==> src/rtl/cr16_run_ctrl_if.sv <==
// rtl/cr16_run_ctrl_if.sv - board/core side handshake and status bundle for cr16_run_ctrl
interface cr16_run_ctrl_if;
  logic        I_RUN;
  logic        I_HALT;
  logic        I_STEP;
  logic [15:0] I_PC;
  logic [15:0] I_RESULT_BUS;
  logic [15:0] I_INSPECT_DATA;
  logic        O_CPU_ENABLE;
  logic [1:0]  O_STATE;
  logic [1:0]  O_HALT_CAUSE;
  logic [2:0]  O_BREAK_INDEX;

  modport master (
    output I_RUN, I_HALT, I_STEP, I_PC, I_RESULT_BUS, I_INSPECT_DATA,
    input  O_CPU_ENABLE, O_STATE, O_HALT_CAUSE, O_BREAK_INDEX
  );

  modport slave (
    input  I_RUN, I_HALT, I_STEP, I_PC, I_RESULT_BUS, I_INSPECT_DATA,
    output O_CPU_ENABLE, O_STATE, O_HALT_CAUSE, O_BREAK_INDEX
  );
endinterface

==> src/rtl/cr16_run_ctrl.sv <==
// rtl/cr16_run_ctrl.sv - CR16 run/halt/step clock-enable controller; optional watchdog under CR16_RUN_CTRL_WATCHDOG_EN
module cr16_run_ctrl #(
  parameter logic [15:0] P_WARMUP_CYCLES   = 16'd2,
  parameter bit          P_AUTO_RUN        = 1'b1,
  parameter bit          P_ENABLE_MAX_PC   = 1'b1,
  parameter logic [15:0] P_MAX_PC          = 16'd20,
  parameter int          P_NUM_BREAKPOINTS = 2,
  parameter int          P_NUM_DIGITS      = 6,
  parameter int          P_CYCLE_WIDTH     = 32
`ifdef CR16_RUN_CTRL_WATCHDOG_EN
  , parameter int unsigned P_WATCHDOG_CYCLES = 1000
`endif
) (
  input  logic                           I_CLK,
  input  logic                           I_NRESET,
  cr16_run_ctrl_if.slave                 bus,
  input  logic [16*P_NUM_BREAKPOINTS-1:0] I_BREAK_ADDR,
  input  logic [P_NUM_BREAKPOINTS-1:0]   I_BREAK_VALID,
  output logic [P_CYCLE_WIDTH-1:0]       O_CYCLE_COUNT,
  output logic [4*P_NUM_DIGITS-1:0]      O_DISPLAY_BITS
`ifdef CR16_RUN_CTRL_WATCHDOG_EN
  , output logic                         O_WATCHDOG_TRIP
`endif
);

  localparam int DISP_W  = 4 * P_NUM_DIGITS;
  localparam int PC_BITS = ((DISP_W - 16) < 16) ? (DISP_W - 16) : 16;

  typedef enum logic [1:0] {
    ST_WARMUP = 2'd0,
    ST_RUN    = 2'd1,
    ST_HALTED = 2'd2,
    ST_STEP   = 2'd3
  } state_t;

  state_t                   state_q, state_d;
  logic [15:0]              warm_cnt_q, warm_cnt_d;
  logic [1:0]               cause_q, cause_d;
  logic [2:0]               bidx_q, bidx_d;
  logic [P_CYCLE_WIDTH-1:0] cycle_q, cycle_d;
  logic                     run_prev_q, run_prev_d;
  logic                     halt_prev_q, halt_prev_d;
  logic                     step_prev_q, step_prev_d;
  logic                     skip_q, skip_d;

  logic       run_req, halt_req, step_req;
  logic       maxpc_hit, bp_hit, run_stop, wd_expired, cpu_en;
  logic [2:0] bp_idx;
  logic [DISP_W-1:0] disp;

  assign run_req   = bus.I_RUN  & ~run_prev_q;
  assign halt_req  = bus.I_HALT & ~halt_prev_q;
  assign step_req  = bus.I_STEP & ~step_prev_q;
  assign maxpc_hit = P_ENABLE_MAX_PC & (bus.I_PC > P_MAX_PC);
  assign run_stop  = halt_req | maxpc_hit | (bp_hit & ~skip_q) | wd_expired;

`ifdef CR16_RUN_CTRL_WATCHDOG_EN
  logic [31:0] wd_cnt_q, wd_cnt_d;
  logic        wd_trip_q, wd_trip_d;

  assign wd_expired      = (state_q == ST_RUN) && (wd_cnt_q == 32'(P_WATCHDOG_CYCLES));
  assign O_WATCHDOG_TRIP = wd_trip_q;

  // watchdog registers: consecutive enabled RUN cycles and the sticky trip flag
  always_ff @(posedge I_CLK or negedge I_NRESET) begin
    if (!I_NRESET) begin
      wd_cnt_q  <= '0;
      wd_trip_q <= 1'b0;
    end else begin
      wd_cnt_q  <= wd_cnt_d;
      wd_trip_q <= wd_trip_d;
    end
  end

  // watchdog count restarts whenever RUN is left; trip clears on the next run request
  always_comb begin
    wd_cnt_d  = wd_cnt_q;
    wd_trip_d = wd_trip_q;
    if (state_q != ST_RUN) wd_cnt_d = '0;
    else if (cpu_en)       wd_cnt_d = wd_cnt_q + 32'd1;
    if (run_req)    wd_trip_d = 1'b0;
    if (wd_expired) wd_trip_d = 1'b1;
  end
`else
  assign wd_expired = 1'b0;
`endif

  // breakpoint compare: scan high to low so the lowest matching index wins
  always_comb begin
    bp_hit = 1'b0;
    bp_idx = 3'd0;
    for (int k = P_NUM_BREAKPOINTS - 1; k >= 0; k--) begin
      if (I_BREAK_VALID[k] && (bus.I_PC == I_BREAK_ADDR[16*k +: 16])) begin
        bp_hit = 1'b1;
        bp_idx = 3'(k);
      end
    end
  end

  // state register plus all controller flops
  always_ff @(posedge I_CLK or negedge I_NRESET) begin
    if (!I_NRESET) begin
      state_q     <= ST_WARMUP;
      warm_cnt_q  <= '0;
      cause_q     <= 2'd0;
      bidx_q      <= 3'd0;
      cycle_q     <= '0;
      run_prev_q  <= 1'b0;
      halt_prev_q <= 1'b0;
      step_prev_q <= 1'b0;
      skip_q      <= 1'b0;
    end else begin
      state_q     <= state_d;
      warm_cnt_q  <= warm_cnt_d;
      cause_q     <= cause_d;
      bidx_q      <= bidx_d;
      cycle_q     <= cycle_d;
      run_prev_q  <= run_prev_d;
      halt_prev_q <= halt_prev_d;
      step_prev_q <= step_prev_d;
      skip_q      <= skip_d;
    end
  end

  // next state, halt cause/index latching and the resume-skip flag
  always_comb begin
    state_d = state_q;
    cause_d = cause_q;
    bidx_d  = bidx_q;
    skip_d  = skip_q;
    case (state_q)
      ST_WARMUP: begin
        if (warm_cnt_q == P_WARMUP_CYCLES - 16'd1)
          state_d = P_AUTO_RUN ? ST_RUN : ST_HALTED;
      end
      ST_RUN: begin
        skip_d = 1'b0;
        if (run_stop) begin
          state_d = ST_HALTED;
          if (halt_req || wd_expired) cause_d = 2'd1;
          else if (maxpc_hit)         cause_d = 2'd2;
          else begin
            cause_d = 2'd3;
            bidx_d  = bp_idx;
          end
        end
      end
      ST_HALTED: begin
        if (maxpc_hit) begin
          cause_d = 2'd2;
        end else if (halt_req) begin
          state_d = ST_HALTED;
        end else if (step_req) begin
          state_d = ST_STEP;
        end else if (run_req) begin
          state_d = ST_RUN;
          cause_d = 2'd0;
          skip_d  = 1'b1;
        end
      end
      default: begin
        state_d = ST_HALTED;
      end
    endcase
  end

  // outputs: core clock-enable and display source mux
  always_comb begin
    cpu_en = 1'b0;
    case (state_q)
      ST_RUN:  cpu_en = ~run_stop;
      ST_STEP: cpu_en = 1'b1;
      default: cpu_en = 1'b0;
    endcase
    disp = '0;
    if (state_q == ST_HALTED) begin
      disp[15:0] = bus.I_INSPECT_DATA;
    end else begin
      disp[15:0] = bus.I_RESULT_BUS;
      for (int i = 0; i < PC_BITS; i++) disp[16+i] = bus.I_PC[i];
    end
  end

  // counters and edge-detect history
  always_comb begin
    warm_cnt_d  = warm_cnt_q;
    cycle_d     = cycle_q;
    run_prev_d  = bus.I_RUN;
    halt_prev_d = bus.I_HALT;
    step_prev_d = bus.I_STEP;
    if (state_q == ST_WARMUP) warm_cnt_d = warm_cnt_q + 16'd1;
    if (cpu_en && !(&cycle_q)) cycle_d = cycle_q + 1'b1;
  end

  assign bus.O_CPU_ENABLE  = cpu_en;
  assign bus.O_STATE       = state_q;
  assign bus.O_HALT_CAUSE  = cause_q;
  assign bus.O_BREAK_INDEX = bidx_q;
  assign O_CYCLE_COUNT     = cycle_q;
  assign O_DISPLAY_BITS    = disp;

endmodule

==> src/flat_wrapper.sv <==
// flat-port wrapper written by rule: the top's interface ports become plain ports
module cr16_run_ctrl_flat 
#(
  parameter logic [15:0] P_WARMUP_CYCLES   = 16'd2,
  parameter bit          P_AUTO_RUN        = 1'b1,
  parameter bit          P_ENABLE_MAX_PC   = 1'b1,
  parameter logic [15:0] P_MAX_PC          = 16'd20,
  parameter int          P_NUM_BREAKPOINTS = 2,
  parameter int          P_NUM_DIGITS      = 6,
  parameter int          P_CYCLE_WIDTH     = 32

)
  (I_CLK, I_NRESET, I_BREAK_ADDR, I_BREAK_VALID, O_CYCLE_COUNT, O_DISPLAY_BITS, bus_I_RUN, bus_I_HALT, bus_I_STEP, bus_I_PC, bus_I_RESULT_BUS, bus_I_INSPECT_DATA, bus_O_CPU_ENABLE, bus_O_STATE, bus_O_HALT_CAUSE, bus_O_BREAK_INDEX);
  cr16_run_ctrl_if bus_i ();
  input  logic I_CLK;
  input  logic I_NRESET;
  input  logic [16*P_NUM_BREAKPOINTS-1:0] I_BREAK_ADDR;
  input  logic [P_NUM_BREAKPOINTS-1:0] I_BREAK_VALID;
  output logic [P_CYCLE_WIDTH-1:0] O_CYCLE_COUNT;
  output logic [4*P_NUM_DIGITS-1:0] O_DISPLAY_BITS;
  input wire logic [$bits(bus_i.I_RUN)-1:0] bus_I_RUN;
  input wire logic [$bits(bus_i.I_HALT)-1:0] bus_I_HALT;
  input wire logic [$bits(bus_i.I_STEP)-1:0] bus_I_STEP;
  input wire logic [$bits(bus_i.I_PC)-1:0] bus_I_PC;
  input wire logic [$bits(bus_i.I_RESULT_BUS)-1:0] bus_I_RESULT_BUS;
  input wire logic [$bits(bus_i.I_INSPECT_DATA)-1:0] bus_I_INSPECT_DATA;
  output wire logic [$bits(bus_i.O_CPU_ENABLE)-1:0] bus_O_CPU_ENABLE;
  output wire logic [$bits(bus_i.O_STATE)-1:0] bus_O_STATE;
  output wire logic [$bits(bus_i.O_HALT_CAUSE)-1:0] bus_O_HALT_CAUSE;
  output wire logic [$bits(bus_i.O_BREAK_INDEX)-1:0] bus_O_BREAK_INDEX;
  assign bus_i.I_RUN = bus_I_RUN;
  assign bus_i.I_HALT = bus_I_HALT;
  assign bus_i.I_STEP = bus_I_STEP;
  assign bus_i.I_PC = bus_I_PC;
  assign bus_i.I_RESULT_BUS = bus_I_RESULT_BUS;
  assign bus_i.I_INSPECT_DATA = bus_I_INSPECT_DATA;
  assign bus_O_CPU_ENABLE = bus_i.O_CPU_ENABLE;
  assign bus_O_STATE = bus_i.O_STATE;
  assign bus_O_HALT_CAUSE = bus_i.O_HALT_CAUSE;
  assign bus_O_BREAK_INDEX = bus_i.O_BREAK_INDEX;
  cr16_run_ctrl #(.P_WARMUP_CYCLES(P_WARMUP_CYCLES), .P_AUTO_RUN(P_AUTO_RUN), .P_ENABLE_MAX_PC(P_ENABLE_MAX_PC), .P_MAX_PC(P_MAX_PC), .P_NUM_BREAKPOINTS(P_NUM_BREAKPOINTS), .P_NUM_DIGITS(P_NUM_DIGITS), .P_CYCLE_WIDTH(P_CYCLE_WIDTH)) u_core (.I_CLK(I_CLK), .I_NRESET(I_NRESET), .bus(bus_i), .I_BREAK_ADDR(I_BREAK_ADDR), .I_BREAK_VALID(I_BREAK_VALID), .O_CYCLE_COUNT(O_CYCLE_COUNT), .O_DISPLAY_BITS(O_DISPLAY_BITS));
endmodule
==> config.mk <==
export PLATFORM = sky130hd
export DESIGN_NAME = cr16_run_ctrl_flat
export DESIGN_NICKNAME = d
export VERILOG_FILES = /design/src/rtl/cr16_run_ctrl_if.sv /design/src/rtl/cr16_run_ctrl.sv /design/src/flat_wrapper.sv
export SDC_FILE = /design/constraint.sdc
export NUM_CORES = 1
export LEC_CHECK = 0
export ABC_AREA = 1
export CAP_MARGIN = 20
export CORE_MARGIN = 2
export CORE_UTILIZATION = 46
export DETAILED_ROUTE_END_ITERATION = 8
export PLACE_DENSITY = 0.85
export SETUP_SLACK_MARGIN = 0.3
export SLEW_MARGIN = 20
export SYNTH_ARGS = -nofsm -noshare
export SYNTH_HDL_FRONTEND = slang
export SYNTH_SLANG_ARGS = --single-unit
==> constraint.sdc <==
create_clock -name I_CLK -period 2.6 [get_ports I_CLK]
set_input_delay 0.52 -clock I_CLK [delete_from_list [all_inputs] [get_ports I_CLK]]
set_output_delay 0.52 -clock I_CLK [all_outputs]
set_load 0.005 [all_outputs]
Word level (Yosys, flattened, before mapping)
Cells that the tools add are included.
Operators by class
  bitwise logic cells: 13
  equality and inequality tests: 16
  reduce and logical (&&, ||, !) cells: 11
  $lt $le $gt $ge: 1
  mux-type cells: 27
  $add $sub $neg: 2
Operator list (number)
  $add 32x1->32 const B: 1
  $eq 16x16->1: 2
  $reduce_and 32->1: 1
  $mux 2: 12
  $add 16x1->16 const B: 1
  $eq 16x1->1 const B: 1
  $gt 16x5->1 const B: 1
  $mux 16: 1
  $reduce_and 5->1: 2
  $mux 1: 8
  $mux 8: 1
  $reduce_and 4->1: 2
  $not 1->1: 7
  $ne 2x1->1 const B: 3
  $ne 2x2->1 const B: 3
  $ne 3x3->1 const B: 2
  $pmux 2 s3: 1
  $and 1x1->1: 4
  $eq 2x2->1 const B: 2
  $ne 4x1->1 const B: 1
  $pmux 1 s2: 2
  $pmux 2 s2: 1
  $logic_and 1x1->1: 3
  $mux 3: 1
  6 further kinds: 7
Word-level totals
  bits of input ports: 87
  register bits after elaboration: 59
  word-level logic and storage cells: 79
  output and inout bits: 64

Logic depth before layout (Yosys ltp)
Gate-level depths: netlist of run 1.
  word-level depth: 9
  mapped depth: 15

Worst setup path after synthesis of run 1
OpenSTA, ideal clock, no wires.
  path type: input to output
  start point: in bus_I_PC[13]
  end point: out bus_O_CPU_ENABLE
  stages: 9
  buffers on the path: 1
  arrival: 1475 ps
  data required time: 2080 ps
  setup slack: 605 ps
  path through: nor2_1 nand3_1 nor2_1 nand2_1 nor2_4 and3_1 nand2_4 nand2_4 buf_4
On the way
  word-level cells in the longest chain between the ends: 8
RTL lines
  start, declared: line flat_wrapper.sv:24  | input wire logic [$bits(bus_i.I_PC)-1:0] bus_I_PC;
  parallel branches: the longest is 5 deep, another holds $gt 16x5->1
  $or 1x1->1 *: line cr16_run_ctrl.sv:55  | assign run_stop = halt_req | maxpc_hit | (bp_hit & ~skip_q) | wd_expired;
  $not 1->1 *: line cr16_run_ctrl.sv:171  | ST_RUN: cpu_en = ~run_stop;
  $pmux 1 s2 *: line cr16_run_ctrl.sv:170  | case (state_q)
  end, declared: line flat_wrapper.sv:27  | output wire logic [$bits(bus_i.O_CPU_ENABLE)-1:0] bus_O_CPU_ENABLE;
Mark *: on every way between the ends.

Worst setup path after layout of run 1
  start point: in I_BREAK_ADDR[20]
  end point: out bus_O_CPU_ENABLE
On the way
  word-level cells in the longest chain between the ends: 8
RTL lines
  start, declared: line flat_wrapper.sv:17  | input logic [16*P_NUM_BREAKPOINTS-1:0] I_BREAK_ADDR;
  $eq 16x16->1: line cr16_run_ctrl.sv:93  | if (I_BREAK_VALID[k] && (bus.I_PC == I_BREAK_ADDR[16*k +: 16])) begin
  $logic_and 1x1->1: line cr16_run_ctrl.sv:93
  $mux 1 (2 in a row): line cr16_run_ctrl.sv:93
  $and 1x1->1: line cr16_run_ctrl.sv:55
  $or 1x1->1: line cr16_run_ctrl.sv:55
  $not 1->1: line cr16_run_ctrl.sv:171
  $pmux 1 s2: line cr16_run_ctrl.sv:170
Every way passes these cells.

==> out/metrics.yaml, run 1 <==
worstSetupPathType: "input port to primary output"
synth-async-reset-ratio: 1.00
dp_hpwl_um: 9950
antenna_found_initial: 3
syn_avg_cell_area_um2: 6.59
numClockSinks: 57
crit_path_max_incr_delay_ns: 0.49
grt_start_max_net_pins: 58
portBuffers: 148
p_seq_frac: 0.274
finalPower_w: 0.00410
synth_top_area_frac: 0.337
power.leakage_nw: 3.43
layout-drive-gt1-share: 0.121
crit_required_ns: 2.08
num_rows: 34
dieArea_um2: 9980
first_pass_iters: 5
crit_chain: "clkdlybuf4s50_1 -> xnor2_1 -> nand2_1 -> nor2_2 -> nand3_2 -> nand2_2 -> nand2_2 -> nand2_4 -> nand2_4 -> buf_6"
crit_path_max_fanout: 2
p_clk_frac: 0.202
synth_edf_count: 0
path_clk_slew_ns: 0.06
fin_crit_ns: 2.43
die_h_um: 99.9
synth.most_common_cell: "nand2_1"
finalCritPeriodShare: 0.934
grt_pass1_wl_um: 21500
die_w_um: 99.9
ys_seq_elements: 57
yosysTopAreaCell: "dfrtp_1"
power.density_nw_per_um2: 638
fmax_mhz: 412
yosysSeqAreaShare: 0.337
cts_root_buffer: "clkbuf_8"
place_inst: 898
worst_pin_slew_ns: 0.707
synth_common_cells: "nand2_1, nor2_1, inv_1, dfrtp_1, nand3_1"
cts_tree: "yes"
cts_buffers: 9
syn2layout_area_growth_pct: 51.9
totalWireLength_um: 13700
clkLatencyLatePin_ns: 0.34
rsz0062_at_grt: "true"
htreeDepth: 3
start_kind: "input port"
crit_buf_inv: 2
drc: 0
synth_cells: 642
switching_share: 0.366
cpLargestDelayFamily: "simple AND/OR/NAND/NOR gates"
skew_ns: 0.00679
maxCapViolations: 0
vias: 4862
finalSetupViolations: 0
fin_ws_ns: 0.171
nNetsFinal: 918
hold_viol: 0
p_switching_w: 0.00150
outcome: "completed"
placed_cell_area_um2: 5880
gp_congestion: 0.975
dp_slack_ns: -0.308
final_cell_area_um2: 6420
core_area_um2: 8810
slowest_stage: "clkdlybuf4s50_1"
max_slew_margin: 0.529
ioPinCount: 151
gr-usage-all-layers: 0.266
gr-total-overflow: 0
syn_area_um2: 4230
worstSetupEndpointType: "primary output"
ir_drop_mv: 0.429
synth_top_flop_cell: "dfrtp_1"
vias_per_cell: 5.18
finalNonFillerCells: 939
p_comb_frac: 0.524
internal_power_w: 0.00260
crit_arrival_ns: 1.91
grt_pass1_vias: 4751
drt-initial-drc-count: 288
yosys_warnings: 0
cts_buffer_depth: 2
initial_core_util: 0.480
ant_nets: 0
ys_types: 34
hold_class: "input port to asynchronous set/reset pin"
hold_ws_ns: 0.309
routedWlPerCell_um: 14.6
yosys-top-cells-area: "dfrtp_1, nand2_1, nor2_1"
drv_slew: 0
[placed cells by master (no fill, tap or decap), types with 3 or more instances in the layout]
cell / n
a21oi_1: 4
buf_12: 3
buf_4: 27
buf_6: 3
clkbuf_16: 3
clkbuf_8: 11
clkdlybuf4s50_1: 88
clkinvlp_4: 3
dfrtp_1: 55
diode_2: 3
dlygate4sd2_1: 39
dlymetal6s2s_1: 16
ha_1: 6
inv_1: 62
inv_2: 12
nand2_1: 245
nand2_2: 6
nand3_1: 46
nand3_2: 5
nand4_1: 13
nor2_1: 64
nor2_2: 5
nor2_4: 3
nor3_1: 12
nor4_1: 7
o21ai_0: 6
o21ai_1: 3
xnor2_1: 23
xor2_1: 28
[worst reg2reg max path: stages (launching register included)]
cell	delay (ns)
dfrtp_2	0.43
buf_4	0.16
inv_1	0.07
ha_1	0.31
inv_2	0.11
nor3_4	0.22
nand2_2	0.11
nor3_4	0.16
nand2_2	0.11
nor2_4	0.11
nand3_2	0.09
nor2_2	0.10
xor2_1	0.14
[final timing paths]
check / from / slack (ns) / endpoint / depth (start not counted)
max in group asynchronous: I_NRESET / 1.77 / u_core.bus.O_STATE[1] / 2
worst min register to register: u_core.bus.O_BREAK_INDEX[0] / 0.50 / u_core.bus.O_BREAK_INDEX[0] / 2
worst min-delay path: I_NRESET / 0.31 / u_core.O_CYCLE_COUNT[27] / 2
min in group I_CLK: u_core.bus.O_BREAK_INDEX[0] / 0.50 / u_core.bus.O_BREAK_INDEX[0] / 2
worst max-delay path: I_BREAK_ADDR[20] / 0.17 / bus_O_CPU_ENABLE / 10
worst max register to register: u_core.bus.O_STATE[1] / 0.41 / u_core.warm_cnt_q[15] / 12
[flip-flops by register name, summed over array words and instances (netlist names)]
name                      count
u_core.bus.O_STATE            2
u_core.bus.O_BREAK_INDEX      1
u_core.O_CYCLE_COUNT         32
u_core.halt_prev_q            1
u_core.run_prev_q             1
u_core.skip_q                 1
u_core.warm_cnt_q            16
u_core.bus.O_HALT_CAUSE       2
u_core.step_prev_q            1
[metrics by stage]
step / utilization / setup TNS [ns]
after floorplan: - / 0
after global placement: 0.667 / -1.96
after detailed placement: 0.667 / -3.58
after CTS: 0.701 / 0
after global routing: 0.729 / 0
final: 0.729 / 0
[area by class of cell]
cell class | instances | area [um^2]
multi-input combinational | 494 | 2510
fill | 688 | 2380
timing repair buffer | 184 | 1850
sequential | 57 | 1430
inverter | 76 | 289
clock buffer | 12 | 155
tap | 108 | 135
clock inverter | 3 | 40.0
timing repair inverter | 2 | 15.0
antenna | 3 | 7.51
[power by group through the flow]
stage               Clock (W)  Sequential (W)  Combinational [W]
finish               0.000826         0.00112            0.00215
floorplan                   0         0.00112           0.000859
global route         0.000873         0.00114            0.00233
CTS                  0.000834         0.00112            0.00186
detailed placement          0         0.00114            0.00165
global placement            0         0.00113            0.00161
[what timing repair did]
action / in CTS / in global routing
pin swaps: 22 / 6
gates cloned: 2 / 4
hold buffers: 0 / 0
setup buffers: 8 / 9
gates resized for setup: 66 / 37
setup endpoints to repair: 57 / 54
[logic make-up after synthesis]
kind of cell | Yosys count | share of synthesized area
flip-flops | 57 | 0.337
XOR/XNOR | 51 | 0.106
AO/OA/AOI/OAI | 18 | 0.0237
AND/OR/NAND/NOR | 416 | 0.422
adder cells (fa/ha/maj) | 7 | 0.0207
buffers and inverters | 92 | 0.0896
other | 1 | 0.000887
[per-layer routing]
| layer | part of all wire | routed length [um] | GRT usage | vias up |
|---|---|---|---|---|
| met5 | 0 | 0 | 0 | - |
| met4 | 0.034 | 461 | 0.120 | 0 |
| met3 | 0.068 | 940 | 0.0522 | 33 |
| met2 | 0.51 | 6970 | 0.479 | 213 |
| met1 | 0.39 | 5360 | 0.305 | 2274 |
| li1 | - | - | - | 2342 |
Power figures use the tool's default switching activity.
==> run 2, diff against run 1 <==
Settings changed: CORE_UTILIZATION 46 to 45, PLACE_DENSITY 0.85 to 0.83.
==> run 2 against run 1 <==
Compared with the run above: total power decreased by 13%; routed wire length decreased by 4.3%; clock-buffer cell count unchanged; die area increased by 2.1%; setup slack got worse by 0.052 ns; flip-flop and latch count unchanged; via count decreased by 2.0%.
==> out/metrics.yaml, run 2 (synthesis gave the netlist of run 1 again) <==
syn2layout_area_growth_pct: 51.4
grt_start_max_net_pins: 34  # -41%
final_common_cell: "nand2_1"
dieArea_um2: 10200  # +2.1%
crit_path_max_incr_delay_ns: 0.14  # -0.35 ns
cts_tree: "yes"
final_cell_area_um2: 6400  # -0.31%
clkLatencyLatePin_ns: 0.34  # about the same
cts_root_buffer: "clkbuf_8"
num_rows: 35  # +2.9%
worstSetupEndpointType: "flop"
hold_class: "input port to asynchronous set/reset pin"
fin_crit_ns: 2.48  # +0.0518 ns
ioPinCount: 151  # unchanged
numClockSinks: 57  # unchanged
gr-usage-all-layers: 0.258  # -0.00825
worstSetupPathType: "input port to flop"
slowest_stage: "nor2_2"
worst_pin_slew_ns: 0.608  # -0.0981 ns
crit_path_max_fanout: 4  # +2
rr_startpoint: "u_core.O_CYCLE_COUNT[0]"
portBuffers: 148  # unchanged
cts_buffers: 9  # unchanged
gr-total-overflow: 0  # unchanged
crit_required_ns: 2.83  # +0.75 ns
first_pass_iters: 5  # unchanged
cpMostUsedCell: "buf_4"
nNetsFinal: 923  # +0.54%
maxCapViolations: 0  # unchanged
hold_viol: 0  # unchanged
path_clk_slew_ns: 0.06  # about the same
start_kind: "input port"
drv_slew: 0  # unchanged
gp_congestion: 0.933  # -4.3%
grt_pass1_wl_um: 20900  # -2.5%
skew_ns: 0.00443  # -0.00236 ns
power.leakage_nw: 3.49  # +1.6%
vias_per_cell: 5.05  # -2.4%
fmax_mhz: 403  # -2.1%
ant_nets: 0  # unchanged
antenna_found_initial: 1  # -2
ctsHoldBuffers: 0  # unchanged
routedWlPerCell_um: 13.9  # -4.7%
outcome: "completed"
vias: 4766  # -2.0%
placed_cell_area_um2: 5920  # +0.70%
totalWireLength_um: 13100  # -4.3%
core_area_um2: 9200  # +4.4%
die_w_um: 101  # +1.1%
grt_pass1_vias: 4672  # -1.7%
power.density_nw_per_um2: 558  # -13%
cp-startpoint: "bus_I_PC[5]"
ir_drop_mv: 0.446  # +3.9%
crit_chain: "buf_8 -> inv_6 -> nand2_2 -> nand2_2 -> nor2_2 -> nand2_1 -> nor2_2 -> nand3_2 -> buf_6 -> buf_6 -> buf_4 -> buf_4 -> buf_4 -> buf_4 -> buf_4 -> buf_6 -> buf_4 -> buf_6 -> buf_4 -> nand4_1 -> o21ai_1"
max_slew_margin: 0.594  # +0.0654
crit_arrival_ns: 2.71  # +0.80 ns
die_h_um: 101  # +1.1%
drt-initial-drc-count: 246  # -15%
crit_buf_inv: 13  # +11
cts_buffer_depth: 2  # unchanged
initial_core_util: 0.460  # -0.0204
cpLargestDelayFamily: "buffers and inverters"
finalCritPeriodShare: 0.954  # +0.0199
drc: 0  # unchanged
dp_hpwl_um: 9910  # -0.45%
finalSetupViolations: 0  # unchanged
layout_common_cells: "nand2_1, clkdlybuf4s50_1, inv_1, nor2_1, dfrtp_1"
htreeDepth: 3  # unchanged
hold_ws_ns: 0.185  # -0.124 ns
largest_reg_flops: 32  # unchanged
rsz0062_at_grt: "true"
layout-drive-gt1-share: 0.177  # +0.0561
-- run 2: area by class of cell --
class,instances,area [um^2]
clock buffers,12,145
inverters,76,297
diodes,1,2.50
repair buffers,191,1840
multi-input cells,494,2550
clock inverters,1,5.00
fillers,760,2790
well taps,111,139
flip-flops and latches,57,1430
-- run 2: per-stage QoR --
step	cells	setup TNS (ns)	worst slack, ns	util	total power, W
after floorplan	643	0	0.605	-	0.00197
after global placement	906	-2.25	-0.268	0.643	0.00275
after detailed placement	906	-3.48	-0.299	0.643	0.00280
after CTS	936	0	0.229	0.671	0.00352
after global routing	943	0	0.0512	0.696	0.00386
final	943	0	0.119	0.696	0.00357
-- run 2: repair_timing --
item | 4_1_cts | 5_1_grt
pin swaps | 38 | 42
gates resized for setup | 131 | 107
gates cloned | 0 | 1
buffers inserted | 17 | 5
setup endpoints to repair | 57 | 43
-- run 2: final timing paths --
| check | end | slack [ns] | depth (start not counted) |
|---|---|---|---|
| setup / recovery | u_core.bus.O_BREAK_INDEX[0] | 0.12 | 21 |
| hold / removal | u_core.O_CYCLE_COUNT[28] | 0.18 | 1 |
| setup reg to reg | u_core.O_CYCLE_COUNT[2] | 0.43 | 9 |
| hold reg to reg | u_core.warm_cnt_q[15] | 0.48 | 1 |
| max in group asynchronous | u_core.O_CYCLE_COUNT[17] | 1.72 | 2 |
| min in group I_CLK | u_core.warm_cnt_q[15] | 0.48 | 1 |
-- run 2: routing by layer --
layer  track usage  wire length [um]
met1         0.305              5340
met2         0.457              6750
met3        0.0569               734
met4        0.0925               321
met5             0                 0
-- run 2: worst register-to-register path, cell delays in order (launching register included) --
cell,delay [ns]
dfrtp_1,0.49
ha_1,0.28
nand3_2,0.18
inv_2,0.08
nand2_1,0.15
nor2_1,0.28
nand2_2,0.18
buf_4,0.25
nand3_1,0.12
nand2_1,0.06
-- run 2: report_power, final --
part	total (W)	internal, W	switching [W]
registers	0.00112	0.000997	0.000127
logic	0.00178	0.000863	0.000915
clock network	0.000672	0.000354	0.000318
